<file path="src/rtl/sap_alu_regfile.sv">
// General register file with a multi-cycle ALU (add/sub/logic/shift, optional multiply).
// Define ALU_MUL_EN to build the shift-add multiplier for opcode 11.
module sap_alu_regfile #(
  parameter  int WIDTH    = 8,
  parameter  int NUM_REGS = 4,
  localparam int SELW     = $clog2(NUM_REGS)
) (
  input  logic             clk_i,
  input  logic             rst_ni,
  input  logic [WIDTH-1:0] bus_in_i,
  input  logic             load_i,
  input  logic [SELW-1:0]  load_sel_i,
  input  logic             out_en_i,
  input  logic [SELW-1:0]  out_sel_i,
  output logic [WIDTH-1:0] bus_out_o,
  output logic             bus_oe_o,
  input  logic             start_i,
  input  logic [3:0]       op_i,
  input  logic [SELW-1:0]  ra_sel_i,
  input  logic [SELW-1:0]  rb_sel_i,
  input  logic [SELW-1:0]  rd_sel_i,
  output logic             busy_o,
  output logic             done_o,
  output logic             flag_z_o,
  output logic             flag_c_o,
  output logic             flag_n_o,
  output logic             flag_v_o
);

  localparam int MSB = WIDTH - 1;
  localparam int SHW = $clog2(WIDTH) + 1;

  localparam logic [3:0] OP_ADD = 4'd0;
  localparam logic [3:0] OP_SUB = 4'd1;
  localparam logic [3:0] OP_AND = 4'd2;
  localparam logic [3:0] OP_OR  = 4'd3;
  localparam logic [3:0] OP_XOR = 4'd4;
  localparam logic [3:0] OP_NOT = 4'd5;
  localparam logic [3:0] OP_INC = 4'd6;
  localparam logic [3:0] OP_DEC = 4'd7;
  localparam logic [3:0] OP_CMP = 4'd8;
  localparam logic [3:0] OP_SHL = 4'd9;
  localparam logic [3:0] OP_SHR = 4'd10;
`ifdef ALU_MUL_EN
  localparam logic [3:0] OP_MUL = 4'd11;
`endif

  typedef enum logic [1:0] {IDLE, EXEC, SHIFT, DONE} state_e;

  state_e           state_q;
  logic [WIDTH-1:0] regs_q [NUM_REGS];
  logic [3:0]       op_q;
  logic [SELW-1:0]  ra_q, rb_q, rd_q;
  logic [WIDTH-1:0] acc_q;
  logic [SHW-1:0]   cnt_q;
  logic             busy_q, done_q;
  logic             flag_z_q, flag_c_q, flag_n_q, flag_v_q;
`ifdef ALU_MUL_EN
  logic [WIDTH-1:0] mcand_q, mul_hi_q, mul_hi_d;
  logic [WIDTH:0]   mul_sum_d;
`endif

  logic [WIDTH-1:0] a_d, b_d, res_d, acc_d;
  logic [WIDTH:0]   sum_d, dif_d, inc_d, dec_d;
  logic [SHW-1:0]   amt_d;
  logic             c_d, v_d, wb_d, upd_d, go_shift_d, sc_d;

  assign bus_oe_o  = out_en_i;
  assign bus_out_o = out_en_i ? regs_q[out_sel_i] : '0;
  assign busy_o    = busy_q;
  assign done_o    = done_q;
  assign flag_z_o  = flag_z_q;
  assign flag_c_o  = flag_c_q;
  assign flag_n_o  = flag_n_q;
  assign flag_v_o  = flag_v_q;

  // Single-cycle datapath, evaluated in EXEC from the live register file
  always_comb begin
    a_d   = regs_q[ra_q];
    b_d   = regs_q[rb_q];
    sum_d = {1'b0, a_d} + {1'b0, b_d};
    dif_d = {1'b0, a_d} - {1'b0, b_d};
    inc_d = {1'b0, a_d} + {{WIDTH{1'b0}}, 1'b1};
    dec_d = {1'b0, a_d} - {{WIDTH{1'b0}}, 1'b1};
    amt_d = (b_d[SHW-1:0] >= SHW'(WIDTH)) ? SHW'(WIDTH) : b_d[SHW-1:0];
    res_d = '0;
    c_d = 1'b0;
    v_d = 1'b0;
    wb_d = 1'b0;
    upd_d = 1'b0;
    go_shift_d = 1'b0;
    case (op_q)
      OP_ADD: begin
        res_d = sum_d[MSB:0];
        c_d   = sum_d[WIDTH];
        v_d   = (a_d[MSB] == b_d[MSB]) && (res_d[MSB] != a_d[MSB]);
        wb_d  = 1'b1;
        upd_d = 1'b1;
      end
      OP_SUB, OP_CMP: begin
        res_d = dif_d[MSB:0];
        c_d   = ~dif_d[WIDTH];
        v_d   = (a_d[MSB] != b_d[MSB]) && (res_d[MSB] != a_d[MSB]);
        wb_d  = (op_q == OP_SUB);
        upd_d = 1'b1;
      end
      OP_AND: begin res_d = a_d & b_d; wb_d = 1'b1; upd_d = 1'b1; end
      OP_OR:  begin res_d = a_d | b_d; wb_d = 1'b1; upd_d = 1'b1; end
      OP_XOR: begin res_d = a_d ^ b_d; wb_d = 1'b1; upd_d = 1'b1; end
      OP_NOT: begin res_d = ~a_d;      wb_d = 1'b1; upd_d = 1'b1; end
      OP_INC: begin
        res_d = inc_d[MSB:0];
        c_d   = inc_d[WIDTH];
        v_d   = ~a_d[MSB] && res_d[MSB];
        wb_d  = 1'b1;
        upd_d = 1'b1;
      end
      OP_DEC: begin
        res_d = dec_d[MSB:0];
        c_d   = ~dec_d[WIDTH];
        v_d   = a_d[MSB] && ~res_d[MSB];
        wb_d  = 1'b1;
        upd_d = 1'b1;
      end
      OP_SHL, OP_SHR: begin
        if (amt_d == '0) begin
          res_d = a_d;
          wb_d  = 1'b1;
          upd_d = 1'b1;
        end else begin
          go_shift_d = 1'b1;
        end
      end
`ifdef ALU_MUL_EN
      OP_MUL: go_shift_d = 1'b1;
`endif
      default: ;
    endcase
  end

  // One iteration of the serial unit; sc_d is the carry flag if this is the last step
  always_comb begin
    acc_d = acc_q;
    sc_d  = 1'b0;
`ifdef ALU_MUL_EN
    mul_sum_d = '0;
    mul_hi_d  = mul_hi_q;
`endif
    case (op_q)
      OP_SHL: begin
        sc_d  = acc_q[MSB];
        acc_d = {acc_q[MSB-1:0], 1'b0};
      end
      OP_SHR: begin
        sc_d  = acc_q[0];
        acc_d = {1'b0, acc_q[MSB:1]};
      end
`ifdef ALU_MUL_EN
      OP_MUL: begin
        mul_sum_d = {1'b0, mul_hi_q} + (acc_q[0] ? {1'b0, mcand_q} : '0);
        mul_hi_d  = mul_sum_d[WIDTH:1];
        acc_d     = {mul_sum_d[0], acc_q[MSB:1]};
        sc_d      = |mul_hi_d;
      end
`endif
      default: ;
    endcase
  end

  always_ff @(posedge clk_i or negedge rst_ni) begin
    if (!rst_ni) begin
      state_q  <= IDLE;
      for (int i = 0; i < NUM_REGS; i++) regs_q[i] <= '0;
      op_q     <= '0;
      ra_q     <= '0;
      rb_q     <= '0;
      rd_q     <= '0;
      acc_q    <= '0;
      cnt_q    <= '0;
      busy_q   <= 1'b0;
      done_q   <= 1'b0;
      flag_z_q <= 1'b0;
      flag_c_q <= 1'b0;
      flag_n_q <= 1'b0;
      flag_v_q <= 1'b0;
`ifdef ALU_MUL_EN
      mcand_q  <= '0;
      mul_hi_q <= '0;
`endif
    end else begin
      done_q <= 1'b0;
      case (state_q)
        IDLE: begin
          if (load_i) regs_q[load_sel_i] <= bus_in_i;
          if (start_i) begin
            op_q    <= op_i;
            ra_q    <= ra_sel_i;
            rb_q    <= rb_sel_i;
            rd_q    <= rd_sel_i;
            busy_q  <= 1'b1;
            state_q <= EXEC;
          end
        end
        EXEC: begin
          if (wb_d) regs_q[rd_q] <= res_d;
          if (upd_d) begin
            flag_z_q <= (res_d == '0);
            flag_n_q <= res_d[MSB];
            flag_c_q <= c_d;
            flag_v_q <= v_d;
          end
          if (go_shift_d) begin
            acc_q   <= a_d;
            cnt_q   <= amt_d;
            state_q <= SHIFT;
`ifdef ALU_MUL_EN
            if (op_q == OP_MUL) begin
              acc_q    <= b_d;
              mcand_q  <= a_d;
              mul_hi_q <= '0;
              cnt_q    <= SHW'(WIDTH);
            end
`endif
          end else begin
            done_q  <= 1'b1;
            state_q <= DONE;
          end
        end
        SHIFT: begin
          acc_q <= acc_d;
          cnt_q <= cnt_q - 1'b1;
`ifdef ALU_MUL_EN
          mul_hi_q <= mul_hi_d;
`endif
          if (cnt_q == SHW'(1)) begin
            regs_q[rd_q] <= acc_d;
            flag_z_q     <= (acc_d == '0);
            flag_n_q     <= acc_d[MSB];
            flag_c_q     <= sc_d;
            flag_v_q     <= 1'b0;
            done_q       <= 1'b1;
            state_q      <= DONE;
          end
        end
        DONE: begin
          busy_q  <= 1'b0;
          state_q <= IDLE;
        end
        default: state_q <= IDLE;
      endcase
    end
  end

endmodule

</file>
<file path="config.mk">
export PLATFORM = sky130hd
export DESIGN_NAME = sap_alu_regfile
export DESIGN_NICKNAME = d
export VERILOG_FILES = /design/src/rtl/sap_alu_regfile.sv
export SDC_FILE = /design/constraint.sdc
export NUM_CORES = 1
export LEC_CHECK = 0
export CAP_MARGIN = 20
export CELL_PAD_IN_SITES_DETAIL_PLACEMENT = 1
export CELL_PAD_IN_SITES_GLOBAL_PLACEMENT = 2
export CORE_ASPECT_RATIO = 0.5
export CORE_MARGIN = 3
export CORE_UTILIZATION = 35
export DETAILED_ROUTE_END_ITERATION = 8
export DONT_BUFFER_PORTS = 1
export PLACE_DENSITY_LB_ADDON = 0.15
export SYNTH_ARGS = -nofsm -noshare
export SYNTH_HDL_FRONTEND = slang
export SYNTH_SLANG_ARGS = --single-unit
</file>
<file path="constraint.sdc">
create_clock -name clk_i -period 3.2 [get_ports clk_i]
set_clock_uncertainty 0.05 [all_clocks]
set_input_delay 0.96 -clock clk_i [delete_from_list [all_inputs] [get_ports clk_i]]
set_output_delay 0.96 -clock clk_i [all_outputs]
set_load 0.01 [all_outputs]
</file>
# --- After elaboration in Yosys (flattened, before gate mapping) ---
# Cells that the tools add are included.
classes:
  add_sub_neg: 5
  magnitude_cmp: 8
  n_eq_ne: 24
  n_mux: 58
  bitwise_logic: 13
  reduce_logical: 24
op_table:
  columns: ["op", "count"]
  rows:
  - ["bitwise mux 32 bit", 3]
  - ["two-way mux 32 bit", 3]
  - ["one-hot mux 32 bit (3 select lines)", 1]
  - ["two-way mux 8 bit", 11]
  - ["one-hot mux 8 bit (9 select lines)", 1]
  - ["binary-select mux 8 bit (select 2 bit)", 3]
  - ["demux 8 bit (select 2 bit)", 2]
  - ["one-hot mux 8 bit (2 select lines)", 2]
  - ["== test 4 x 3 -> 1 bit, second input constant", 4]
  - ["logical NOT 8 bit", 2]
  - ["one-hot mux 1 bit (2 select lines)", 8]
  - ["greater-or-equal comparator 3 bit, second input constant", 5]
  - ["two-way mux 1 bit", 15]
  - ["NOT 2 -> 3 bit", 5]
  - ["== test 4 bit, second input constant", 3]
  - ["inequality test 2 bit, second input constant", 6]
  - ["adder 8 x 1 -> 9 bit, second input constant", 1]
  - ["adder 8 x 8 -> 9 bit", 1]
  - ["OR reduction 9 bit", 1]
  - ["subtractor 8 x 1 -> 9 bit, second input constant", 1]
  - ["subtractor 8 x 8 -> 9 bit", 1]
  - ["bitwise AND 8 bit", 1]
  - ["== test 4 x 1 -> 1 bit, second input constant", 2]
  - ["== test 4 x 2 -> 1 bit, second input constant", 2]
  - ["other kinds (27)", 48]
totals:
  ff_bits: 62
  in_bits: 27
  output_inout_bits: 15
  wordCells: 149

# --- Longest topological paths before layout ---
depth:
  word_depth: 12
  mapped_depth: 15
  depth_no_buf: 13

# --- Worst setup path after synthesis ---
# Ideal clock, no wire load.
synth_path:
  kind: "reg-to-reg"
  from: "register ra_q[0]"
  to: "register (tool-made name)"
  setup_time_ns: 0.138
  t_arrival_ns: 3.294
  required_time_ns: 3.012
  slack_ns: -0.282
  stages_incl_launch_ff: 14
  n_path_buf: 2
  synth_period_minus_slack_ns: 3.482
  path_cell_list: "dfrtp_1 > buf_6 > mux4_2 > inv_1 > ha_1 > clkbuf_1 > and3_1 > a221o_1 > o41ai_2 > mux2i_1 > nor3_1 > a21oi_1 > nor3b_1 > o31ai_1"
synth_rtl:
  columns: ["item", "line", "source"]
  rows:
  - ["start, declared", "53", "logic [SELW-1:0] ra_q, rb_q, rd_q;"]
  - ["start signal, assigned", "197", "ra_q <= ra_sel_i;"]

==> flow_summary_export.csv <==
group,metric,value,unit
global_routing,grt_pass1_vias,6790,
global_routing,grt.busiest_layer,"met2",
drt,route.vias.total,6740,
clocking,cts_hold_buf,0,
global_routing,grt_antenna_before_repair,0,
timing,min_period,3.503,ns
cells_and_area,area_delta_synth_final,35.55,%
drt,vias_per_cell,6.100,
floorplan,die_h,100.3,µm
cells_and_area,final_cell_mix,"buf_4 (153), nand2_1 (61), dfrtp_1 (60)",
setup_path,worstPathCellList,"buf_12, mux4_2, inv_2, ha_4, and3_4, a221o_1, o41ai_4, mux2i_2, nor3_4, buf_12, a21oi_2, nor3b_2, o31ai_1",
global_routing,grtUsageTotal,27.79,%
setup_path,cpPeakStageDelay,0.57,ns
floorplan,die-area,0.01950,mm²
synthesis,yosysSeqAreaShare,24.95,%
clocking,cts-root-buf,"clkbuf_16",
drt,first_pass_iters,5,
setup_path,crit_top_cell,"buf_12",
drt,wl_per_cell,24.95,µm
placement,post-dp-hpwl,20.74,mm
placement,port_buffers,0,
setup_path,path_delay_family,"compound AO/OA/AOI/OAI gates",
setup_path,required,3.40,ns
global_routing,overflow,0,
floorplan,num_rows,33,
timing,fin_crit_sh,109.5,%
cells_and_area,layout-drive-gt1-share,37.24,%
clocking,h-tree-depth,3,
synthesis,synth_top_area_share,24.95,%
worst_hold_path,hp-class,"in2async",
clocking,clk_latency,0.34,ns
global_routing,grt_max_degree,63,
drt,drc,0,
global_routing,use_met1,40.35,%
run_status,status,"complete, but fails checks",
cells_and_area,nets,938,
timing,slew_headroom,33.87,%
global_routing,met2_usage,43.70,%
synthesis,synthDistinctLibCells,85,
synthesis,synthFlopType,"dfrtp_1",
cells_and_area,fillers,1990,
drt,wl,27.58,mm
clocking,cts_sinks,62,
synthesis,synth_edf_count,0,
timing,setup_viol,20,
synthesis,synth_nets,804,
cells_and_area,final_common_cell,"buf_4",
timing,worst_pin_slew,0.9843,ns
timing,rsz0062_at_grt,"true",
setup_path,crit_buf_inv,3,
synthesis,async_flop_share,100.0,%
timing,slew_viol_final,0,
timing,clock.fmax,0.2855,GHz
timing,setup_slack,-0.3030,ns
synthesis,ys_top_cells_by_area,"dfrtp_1 (25%), ha_1 (7.0%), mux4_2 (6.5%), o21ai_0 (6.5%), a21oi_1 (3.8%)",
placement,place_congestion,0.8829,
setup_path,arrival,3.70,ns
job,max_cap_viol_count,0,
synthesis,synth_cells,740,
cells_and_area,n_antenna_cell,0,
drt,drtIter0Drc,533,
placement,dp.cells,1067,
clocking,clkTransAtPathRegs,0.06,ns
setup_path,crit_path_start_kind,"register",
synthesis,syn_area,0.006218,mm²
floorplan,dieWidth,194.5,µm
setup_path,cp_slowest_cell,"mux4_2",
timing,hold_viol_final,0,
synthesis,syn_avg_cell_area,8.403,µm²
clocking,numCtsBuffers,9,
synthesis,ys_warn_count,0,
clocking,cts_buffer_depth,2,
cells_and_area,layoutNonFillerInstCount,1105,
setup_path,crit_type,"reg2reg",
run_status,violations,"negative setup slack",
synthesis,synth_top_area_cell,"dfrtp_1",
global_routing,grt_util_met3,4.594,%
setup_path,critical_path_peak_fanout,7,
floorplan,core-area,0.01689,mm²
setup_path,setup.worst_path.end_class,"register",
clocking,cts_tree,"built",
floorplan,boundaryPins,42,
synthesis,yosys_register_bits,62,
drt,ant_nets,0,
global_routing,grt_pass1_wl,41.62,mm
floorplan,initial_utilization,36.82,%
-- through the flow --
stage	cell area (µm²)	util, %	hold slack (ns)	TNS (ns)	setup slack (ns)
floorplan	6269	-	0.4356	-0.1606	-0.04225
global placement	7455	44.14	0.4904	-5.412	-0.3702
detailed placement	7455	44.14	0.4952	-7.255	-0.4922
CTS	8139	48.20	0.2569	-1.915	-0.2866
global route	8429	49.91	0.2456	-5.962	-0.4194
finish	8429	49.91	0.2656	-3.155	-0.3030
-- logic make-up (layout without fill, tap and decap cells) --
group	Yosys count	after routing	share of synthesized area, %
simple gates	216	216	17.89
xor+xnor	6	6	0.8451
flops	62	62	24.95
buf+inv	95	233	6.881
fa+ha+maj	37	37	7.686
compound gates	277	277	29.03
mux	47	47	12.72
-- worst reg2reg max path, cell delays in order (launching register included) --
cell and delay (ns):
dfrtp_1 0.39, buf_12 0.15, mux4_2 0.57, inv_2 0.11, ha_4 0.23, and3_4 0.17, a221o_1 0.41, o41ai_4 0.31
mux2i_2 0.38, nor3_4 0.07, buf_12 0.15, a21oi_2 0.15, nor3b_2 0.06, o31ai_1 0.19
-- layout make-up --
class                           count  area [µm²]  area share (%)
Sequential cell                    62        1554           18.44
Clock buffer                       12       256.5           3.043
Multi-Input combinational cell    583        4708           55.86
Tap cell                          227       284.0           3.369
Clock inverter                      3       43.79          0.5195
Timing Repair Buffer              173        1409           16.71
Inverter                           45       173.9           2.063
-- layer usage --
layer / wire, µm / up-vias
met2: 12330 / 217
li1: - / 3062
met1: 13120 / 3421
met4: 538 / 0
met3: 1585 / 40
met5: 0 / -
-- path summary, 6_finish.rpt --
path / start / end / slack (ns) / cells past startpoint
hold reg to reg: cnt_q[0] / cnt_q[0] / 0.50 / 2
max in group asynchronous: rst_ni / acc_q[7] / 2.71 / 0
setup reg to reg: rb_q[0] / register / -0.30 / 13
min in group clk_i: cnt_q[0] / cnt_q[0] / 0.50 / 2
setup / recovery: rb_q[0] / register / -0.30 / 13
hold / removal: rst_ni / asynchronous set/reset pin / 0.27 / 0
-- synthesized netlist by cell type (3+ instances only) --
master    instances
o21ai_0          81
dfrtp_1          62
nand2_1          61
a21oi_1          47
nor2_1           44
inv_1            43
ha_1             35
clkbuf_1         32
o22ai_1          28
a31oi_1          21
nand2b_1         19
mux4_2           18
nand3_1          17
o31ai_1          16
nor3_1           15
mux2i_1          13
and2_1           11
mux2_2           11
nor3b_1           9
a22oi_1           7
nor2b_1           7
o221ai_1          7
a211oi_1          6
and3_1            6
buf_2             6
a21o_1            5
a221oi_1          5
buf_6             5
mux4_1            5
o21ai_1           5
or3_1             5
xnor2_1           5
a221o_1           4
o211ai_1          4
o22a_1            4
nand4_1           3
nor4_1            3
o21a_1            3
o21bai_1          3
o32ai_1           3
-- what timing repair did --
item                       CTS  global route
gates cloned                 0             0
pin swaps                   41            53
setup endpoints to repair   30            32
setup buffers               16            16
gates resized for setup     81            57
Power is left out: the tool's default activity adds up to more than one toggle a clock period on the data nets, which glitch-free logic cannot reach.
